$ cat config.mk
export PLATFORM = sky130hd
export DESIGN_NAME = digest_hex_uart_tx
export DESIGN_NICKNAME = d
export VERILOG_FILES = /design/src/rtl/digest_hex_uart_tx.sv
export SDC_FILE = /design/constraint.sdc
export NUM_CORES = 1
export LEC_CHECK = 0
export CORE_MARGIN = 2
export CORE_UTILIZATION = 47
export DETAILED_ROUTE_END_ITERATION = 6
export PLACE_DENSITY = 0.79
export SYNTH_ARGS = -nofsm -noshare
export SYNTH_HDL_FRONTEND = slang
export SYNTH_SLANG_ARGS = --single-unit
$ cat constraint.sdc
create_clock -name clk -period 3.97 [get_ports clk]
set_input_delay 1.191 -clock clk [delete_from_list [all_inputs] [get_ports clk]]
set_output_delay 1.191 -clock clk [all_outputs]
set_load 0.01 [all_outputs]
$ cat src/rtl/digest_hex_uart_tx.sv
// digest_hex_uart_tx
// Streams a captured 256-bit SHA-256 digest over an 8N1 UART line as 64
// lowercase hex characters (most significant nibble first) followed by
// CR LF. Characters are sent back-to-back with no idle gap between frames.
module digest_hex_uart_tx #(
    parameter int CLK_HZ = 27000000,
    parameter int BAUD   = 115200
) (
    input  logic         clk,
    input  logic         rst_n,
    input  logic         digest_valid,
    input  logic [255:0] digest,
    output logic         digest_ready,
    output logic         uart_tx,
    output logic         busy,
    output logic         done
);

    // Bit period in clock cycles; the done pulse timing needs at least 2.
    localparam int CLKS_PER_BIT = CLK_HZ / BAUD;
    localparam int CNT_W        = (CLKS_PER_BIT > 1) ? $clog2(CLKS_PER_BIT) : 1;

    localparam logic [CNT_W-1:0] BAUD_LAST   = CNT_W'(CLKS_PER_BIT - 1);
    localparam logic [CNT_W-1:0] BAUD_PENULT = CNT_W'(CLKS_PER_BIT - 2);

    // Character 64 is CR, character 65 is LF and the last of the message.
    localparam logic [6:0] CR_CHAR   = 7'd64;
    localparam logic [6:0] LAST_CHAR = 7'd65;

    typedef enum logic [1:0] {
        IDLE,
        START,
        DATA,
        STOP
    } state_t;

    state_t              state;
    logic [255:0]        shadow;
    logic [6:0]          char_idx;
    logic [2:0]          bit_idx;
    logic [CNT_W-1:0]    baud_cnt;
    logic [7:0]          tx_byte;

    logic [6:0]          next_idx;
    logic [7:0]          next_char;
    logic [7:0]          first_char;
    logic                baud_end;

    // ASCII code of message character idx for digest d: hex nibbles for
    // 0..63 (digest[255:252] first), then CR, then LF.
    function automatic logic [7:0] char_for(input logic [255:0] d,
                                            input logic [6:0]   idx);
        logic [8:0] amt;
        logic [3:0] nib;
        amt = {7'(7'd63 - idx), 2'b00};
        nib = 4'(d >> amt);
        if (idx == CR_CHAR) begin
            char_for = 8'h0D;
        end else if (idx == LAST_CHAR) begin
            char_for = 8'h0A;
        end else if (nib < 4'd10) begin
            char_for = 8'h30 + {4'h0, nib};
        end else begin
            char_for = 8'h57 + {4'h0, nib};   // 'a' - 10
        end
    endfunction

    // Look-ahead of the next character to load and the bit-period boundary.
    always_comb begin
        // NOTE: every always_comb output gets a value on every path, so no
        // latch can be inferred.
        next_idx   = 7'(char_idx + 7'd1);
        next_char  = char_for(shadow, next_idx);
        first_char = char_for(digest, 7'd0);
        baud_end   = (baud_cnt == BAUD_LAST);
    end

    // Transmit FSM: capture, framing, character sequencing and done pulse.
    always_ff @(posedge clk or negedge rst_n) begin
        if (!rst_n) begin
            state        <= IDLE;
            // NOTE: the 256-bit shadow is ordinary flops, not a RAM, so it is
            // cleared with the rest of the state.
            shadow       <= '0;
            char_idx     <= '0;
            bit_idx      <= '0;
            baud_cnt     <= '0;
            tx_byte      <= '0;
            uart_tx      <= 1'b1;
            digest_ready <= 1'b1;
            done         <= 1'b0;
        end else begin
            // NOTE: non-blocking assignments throughout, so every branch reads
            // the pre-edge state regardless of statement order.
            done <= 1'b0;
            case (state)
                IDLE: begin
                    if (digest_valid) begin
                        shadow       <= digest;
                        tx_byte      <= first_char;
                        char_idx     <= '0;
                        bit_idx      <= '0;
                        baud_cnt     <= '0;
                        uart_tx      <= 1'b0;
                        digest_ready <= 1'b0;
                        state        <= START;
                    end
                end

                START: begin
                    if (baud_end) begin
                        baud_cnt <= '0;
                        bit_idx  <= '0;
                        uart_tx  <= tx_byte[0];
                        state    <= DATA;
                    end else begin
                        baud_cnt <= baud_cnt + 1'b1;
                    end
                end

                DATA: begin
                    if (baud_end) begin
                        baud_cnt <= '0;
                        if (bit_idx == 3'd7) begin
                            uart_tx <= 1'b1;
                            state   <= STOP;
                        end else begin
                            bit_idx <= bit_idx + 3'd1;
                            uart_tx <= tx_byte[3'(bit_idx + 3'd1)];
                        end
                    end else begin
                        baud_cnt <= baud_cnt + 1'b1;
                    end
                end

                STOP: begin
                    if (baud_end) begin
                        baud_cnt <= '0;
                        if (char_idx == LAST_CHAR) begin
                            digest_ready <= 1'b1;
                            state        <= IDLE;
                        end else begin
                            char_idx <= next_idx;
                            tx_byte  <= next_char;
                            uart_tx  <= 1'b0;
                            state    <= START;
                        end
                    end else begin
                        baud_cnt <= baud_cnt + 1'b1;
                        // Registered so that it lands on the final LF stop cycle.
                        if (char_idx == LAST_CHAR && baud_cnt == BAUD_PENULT) begin
                            done <= 1'b1;
                        end
                    end
                end

                default: begin
                    state        <= IDLE;
                    uart_tx      <= 1'b1;
                    digest_ready <= 1'b1;
                end
            endcase
        end
    end

    // Busy is the exact complement of ready.
    assign busy = ~digest_ready;

endmodule
# Word-level counts from Yosys, hierarchy flattened
# Index checks and enable logic that the tools add are counted.
[totals]
ff_bits = 287
latch_bits = 0
ram_bits = 0
romBits = 0
input_bits = 259
output_inout_bits = 4
wordCells = 92
memories = 0
[op_classes]
n_addsub = 8
n_mul = 0
div_mod_pow = 0
n_lt_le_gt_ge = 3
eq_ne = 17
shifts = 1
mux = 42
n_bitwise = 1
n_reduce_logical = 11
[ops]
columns = ["cell", "n"]
rows = [
  ["256-bit by 9-bit right shift with 4-bit output", 1],
  ["8-bit two-way mux", 9],
  ["8-bit one-hot mux with 2 select lines", 2],
  ["7-bit == test (second input constant)", 3],
  ["7-bit two-way mux", 3],
  ["7-bit by 4-bit adder with 8-bit output (first input constant)", 2],
  ["8-bit == test (second input constant)", 2],
  ["2-bit inequality test (second input constant)", 8],
  ["5-bit AND reduction", 3],
  ["6-bit by 4-bit adder with 7-bit output (first input constant)", 2],
  ["7-bit one-hot mux with 2 select lines", 1],
  ["1-bit two-way mux", 13],
  ["3-bit two-way mux", 4],
  ["2-bit two-way mux", 5],
  ["3-bit one-hot mux with 3 select lines", 1],
  ["8-bit by 1-bit adder with 8-bit output (second input constant)", 1],
  ["4-bit less-than comparator (second input constant)", 2],
  ["2-bit one-hot mux with 4 select lines", 1],
  ["4-bit AND reduction", 2],
  ["7-bit by 1-bit adder with 7-bit output (second input constant)", 1],
  ["6-bit by 7-bit subtractor with 7-bit output (first input constant)", 1],
  ["2-bit == test (second input constant)", 2],
  ["3-bit by 4-bit less-than comparator with 1-bit output (second input constant)", 1],
  ["1-bit one-hot mux with 4 select lines", 1],
  ["other kinds (12)", 12],
]

# Longest topological paths before layout
[depth]
ltp_word = 10
depth_mapped = 17
mapped_depth_nobuf = 13

# Least setup slack after synthesis
# OpenSTA, ideal clock, no wires.
[synth_path]
kind = "register to register"
start = "register char_idx[0]"
end = "register tx_byte[2]"
setup_time_ns = 0.082
t_arrival_ns = 3.602
required_time_ns = 3.888
slack_ns = 0.286
path_stages_with_launch = 18
path_buffers = 5
synth_period_minus_slack_ns = 3.684
path_cell_list = "dfrtp_1 buf_6 buf_6 inv_1 ha_1 buf_2 buf_2 clkbuf_1 mux4_2 mux4_2 nand2_1 nand2_1 a22oi_2 ha_1 inv_1 nor4b_2 o21ai_1 a31oi_1"
[synth_between]
elab_chain_len = 10
elab_cells_between_ends = 17
cone_classes = "add/sub: 4; order compare: 1; eq/ne: 4; shift: 1; mux: 6; reduce/logical: 1"
[synth_rtl]
columns = ["element", "line_no", "text"]
rows = [
  ["start: declaration", "39", "logic [6:0] char_idx;"],
  ["start signal: assignment", "143", "char_idx <= next_idx;"],
  ["7-bit by 1-bit adder with 7-bit output", "72", "next_idx = 7'(char_idx + 7'd1);"],
  ["6-bit by 7-bit subtractor with 7-bit output", "55", "amt = {7'(7'd63 - idx), 2'b00};"],
  ["256-bit by 9-bit right shift with 4-bit output", "56", "nib = 4'(d >> amt);"],
  ["7-bit by 4-bit adder with 8-bit output, or another cell as far along", "64", "char_for = 8'h57 + {4'h0, nib};"],
  ["8-bit two-way mux", "61", "end else if (nib < 4'd10) begin"],
  ["8-bit two-way mux", "59", "end else if (idx == LAST_CHAR) begin"],
  ["8-bit two-way mux", "57", "if (idx == CR_CHAR) begin"],
  ["8-bit two-way mux", "139", "if (char_idx == LAST_CHAR) begin"],
  ["8-bit two-way mux", "137", "if (baud_end) begin"],
  ["8-bit one-hot mux with 2 select lines", "96", "case (state)"],
  ["end signal: assignment", "100", "tx_byte <= first_char;"],
  ["end signal: assignment", "144", "tx_byte <= next_char;"],
  ["end: declaration", "42", "logic [7:0] tx_byte;"],
]
# Several ways; a longest one is shown, not always the timed one. The select of a mux whose other input is x is not followed.
# A chain may end at the register's enable or synchronous reset.

# Worst setup path in the final report
[layout_path]
start = "register char_idx[1]"
end = "register tx_byte[2]"
# Same word-level chain as after synthesis.

==> results.json <==
{
  "clk_latency_ns": 0.56,
  "ys_types": 55,
  "clk_pin_slew_ns": 0.06,
  "synthSimpleGateAreaFrac_pct": 4.363,
  "swShare_pct": 20.75,
  "drc": 0,
  "grt-ovfl-total": 0,
  "synth-adder-area-share_pct": 1.387,
  "setup_violations": 0,
  "power_frac_clock_pct": 46.7,
  "area_growth_pct": 30.54,
  "yosysSeqAreaShare_pct": 52.89,
  "hold_violations": 0,
  "vias": 8757,
  "grt_pass1_vias": 9295,
  "power_density_nw_per_um2": 346.6,
  "synth-seq-cells": 286,
  "ys_top_cells_by_area": "dfrtp_1, mux2_2, mux4_2",
  "nFillCells": 2202,
  "period_minus_slack_ns": 3.439,
  "ys.warnings.count": 0,
  "grt_pass1_wl_mm": 52.66,
  "totalWireLength_mm": 33.46,
  "max_slew.worst_pin.slew_ns": 0.9782,
  "power.switching_mw": 1.271,
  "place.gp.congestion": 0.8647,
  "syn-num-nets": 1208,
  "cap_violations": 0,
  "netlist_instances": 934,
  "synthMuxAreaShare_pct": 33.93,
  "cts_buffers": 31,
  "port_buffers": 262,
  "p_int_mw": 4.854,
  "synth_xor_area_share_pct": 0.8874,
  "leakagePower_nw": 8.435,
  "drive_gt1_share_pct": 34.32,
  "cts_buffer_depth": 3,
  "wire_per_inst_um": 20.91,
  "grt_max_degree": 134,
  "drt_iter0_drc": 516,
  "yosysMostFrequentCell": "dfrtp_1",
  "syn_avg_cell_area_um2": 14.49,
  "rows": 62,
  "dieArea_um2": 30170,
  "ctsResizeCount": 0,
  "hold_class": "reg -> reg",
  "post-cts-setup-buffers": 0,
  "crit_arrival_ns": 3.91,
  "fin_setup_tns_ns": 0,
  "ff2ff_path_depth": 14,
  "pin_count": 263,
  "synth-compound-area-share_pct": 4.197,
  "crit_fanout": 7,
  "status": "completed",
  "p_seq_share_pct": 47.7,
  "relSlewSlack_pct": 34.54,
  "htree_levels": 1,
  "drv_slew": 0,
  "multi_input_area_um2": 6095,
  "holdBufCountCts": 0,
  "crit_required_ns": 4.44,
  "p_comb_share_pct": 5.6,
  "syn_area_um2": 13540,
  "rsz0062_at_grt": "false",
  "hold_depth": 1,
  "endpoint_kind": "flop",
  "synthArstFlopShare_pct": 100.0,
  "fmax_ghz": 0.2908,
  "grt.total_usage_pct": 22.52,
  "finish.utilization_pct": 61.90,
  "antenna_found_initial": 1,
  "vdd_ir_drop_max_mv": 0.3036,
  "fin_skew_ns": 0.01320,
  "core_area_um2": 28550,
  "synth_top_family_by_area": "multiplexers",
  "cts_tree": "done",
  "ant_nets": 0,
  "die_h_um": 173.7,
  "synth_edf_count": 0,
  "finalCritPeriodShare_pct": 86.62,
  "final-seq-area_um2": 7163,
  "synth_top_area_share_pct": 52.51,
  "start_util_pct": 47.41,
  "dp_hpwl_mm": 24.24,
  "clock_tree.root_cell": "clkbuf_16",
  "cts_num_sinks": 286,
  "path_class": "reg -> reg",
  "die_width_um": 173.7,
  "cp-start-kind": "flop",
  "synth_top_area_cell": "dfrtp_1",
  "ys.flop_type": "dfrtp_1",
  "dr.pass1.iters": 5,
  "via_per_inst": 5.473,
  "synth_commonest_cells": "dfrtp_1, mux2_2, mux4_2",
  "fin_nets": 1467
}
## critical path, stage by stage (launching register included)
cell and delay [ns]:
dfrtp_1 0.44, ha_1 0.40, nand3_2 0.20, xnor2_2 0.42
buf_4 0.25, nand2_1 0.08, a32oi_1 0.25, a22oi_1 0.10
o211ai_1 0.46, inv_1 0.09, ha_1 0.22, inv_1 0.09
o21a_1 0.13, o21ai_1 0.06, a31oi_1 0.18
## flip-flops by register name, indices dropped and copies added, names as in the netlist
signal / count
char_idx: 7
bit_idx: 3
baud_cnt: 8
digest_ready: 1
done: 1
tx_byte: 7
uart_tx: 1
shadow: 256
state: 2
## path summary, 6_finish.rpt
| path | slack, ns | startpoint | to |
|---|---|---|---|
| setup / recovery | 0.53 | char_idx[1] | tx_byte[2] |
| hold / removal | 0.49 | baud_cnt[6] | baud_cnt[6] |
| setup reg to reg | 0.53 | char_idx[1] | tx_byte[2] |
| hold reg to reg | 0.49 | baud_cnt[6] | baud_cnt[6] |
| max in group asynchronous | 2.45 | rst_n | shadow[69] |
| min in group asynchronous | 0.60 | rst_n | shadow[201] |
## per-stage QoR
step	worst slack [ns]	power [mW]	std cells	area [µm²]	hold slack, ns
floorplan	0.2864	2.988	934	13540	0.4451
detailed placement	0.2635	3.322	1544	16650	0.4806
finish	0.5310	6.124	1600	17670	0.4873
CTS	0.5810	6.190	1599	17670	0.4884
global placement	0.3666	3.320	1544	16650	0.4640
global route	0.2498	6.345	1600	17670	0.5091
## power by group through the flow
stage,logic (mW),clock network [mW],registers (mW)
6_report,0.343,2.86,2.92
5_1_grt,0.373,3.05,2.92
2_1_floorplan,0.0149,0,2.97
4_1_cts,0.350,2.92,2.92
3_5_place_dp,0.348,0,2.97
3_3_place_gp,0.347,0,2.97
## placed cells by master, fill, tap and decap left out, types with 3 or more instances in the layout
cell	netlist	final
clkbuf_16	0	31
a221oi_1	3	3
o21ai_0	29	29
a21boi_0	3	3
a22oi_1	3	3
and3_1	5	5
a31oi_1	3	3
xnor2_1	5	4
xor2_1	5	4
a21oi_1	15	15
buf_4	4	13
a32oi_1	3	3
clkbuf_1	36	4
nor4_1	3	3
nand3_1	7	7
mux2_2	259	259
inv_1	12	12
nand2_1	57	56
clkbuf_8	0	8
xnor2_2	2	3
ha_1	15	14
clkdlybuf4s50_1	0	261
o31ai_1	3	3
mux4_2	70	70
clkinv_2	0	8
and2_1	4	4
mux2i_1	10	10
dfrtp_1	284	283
nand2b_1	8	8
buf_12	0	7
nor2_1	29	29
nor3_1	6	6
## logic make-up after synthesis
kind of cell             after synthesis
AO/OA/AOI/OAI                         86
XOR/XNOR                              12
adder cells (fa/ha/maj)               15
buffers and inverters                 68
flip-flops                           286
multiplexers                         339
AND/OR/NAND/NOR                      128
## layer usage
layer	GRT usage, %	up-vias	routed length [µm]
met1	28.78	4442	13530
met4	7.458	0	1099
met3	5.285	75	2141
met2	38.10	263	16680
li1	-	3977	-
met5	0	-	0
## cell type report
cell class | instances | area share, %
inverters | 12 | 0.2549
multi-input cells | 580 | 34.49
flip-flops and latches | 286 | 40.54
diodes | 1 | 0.01416
repair buffers | 282 | 16.22
well taps | 384 | 2.719
clock buffers | 43 | 5.098
clock inverters | 12 | 0.6656
Power figures use the tool's default switching activity.
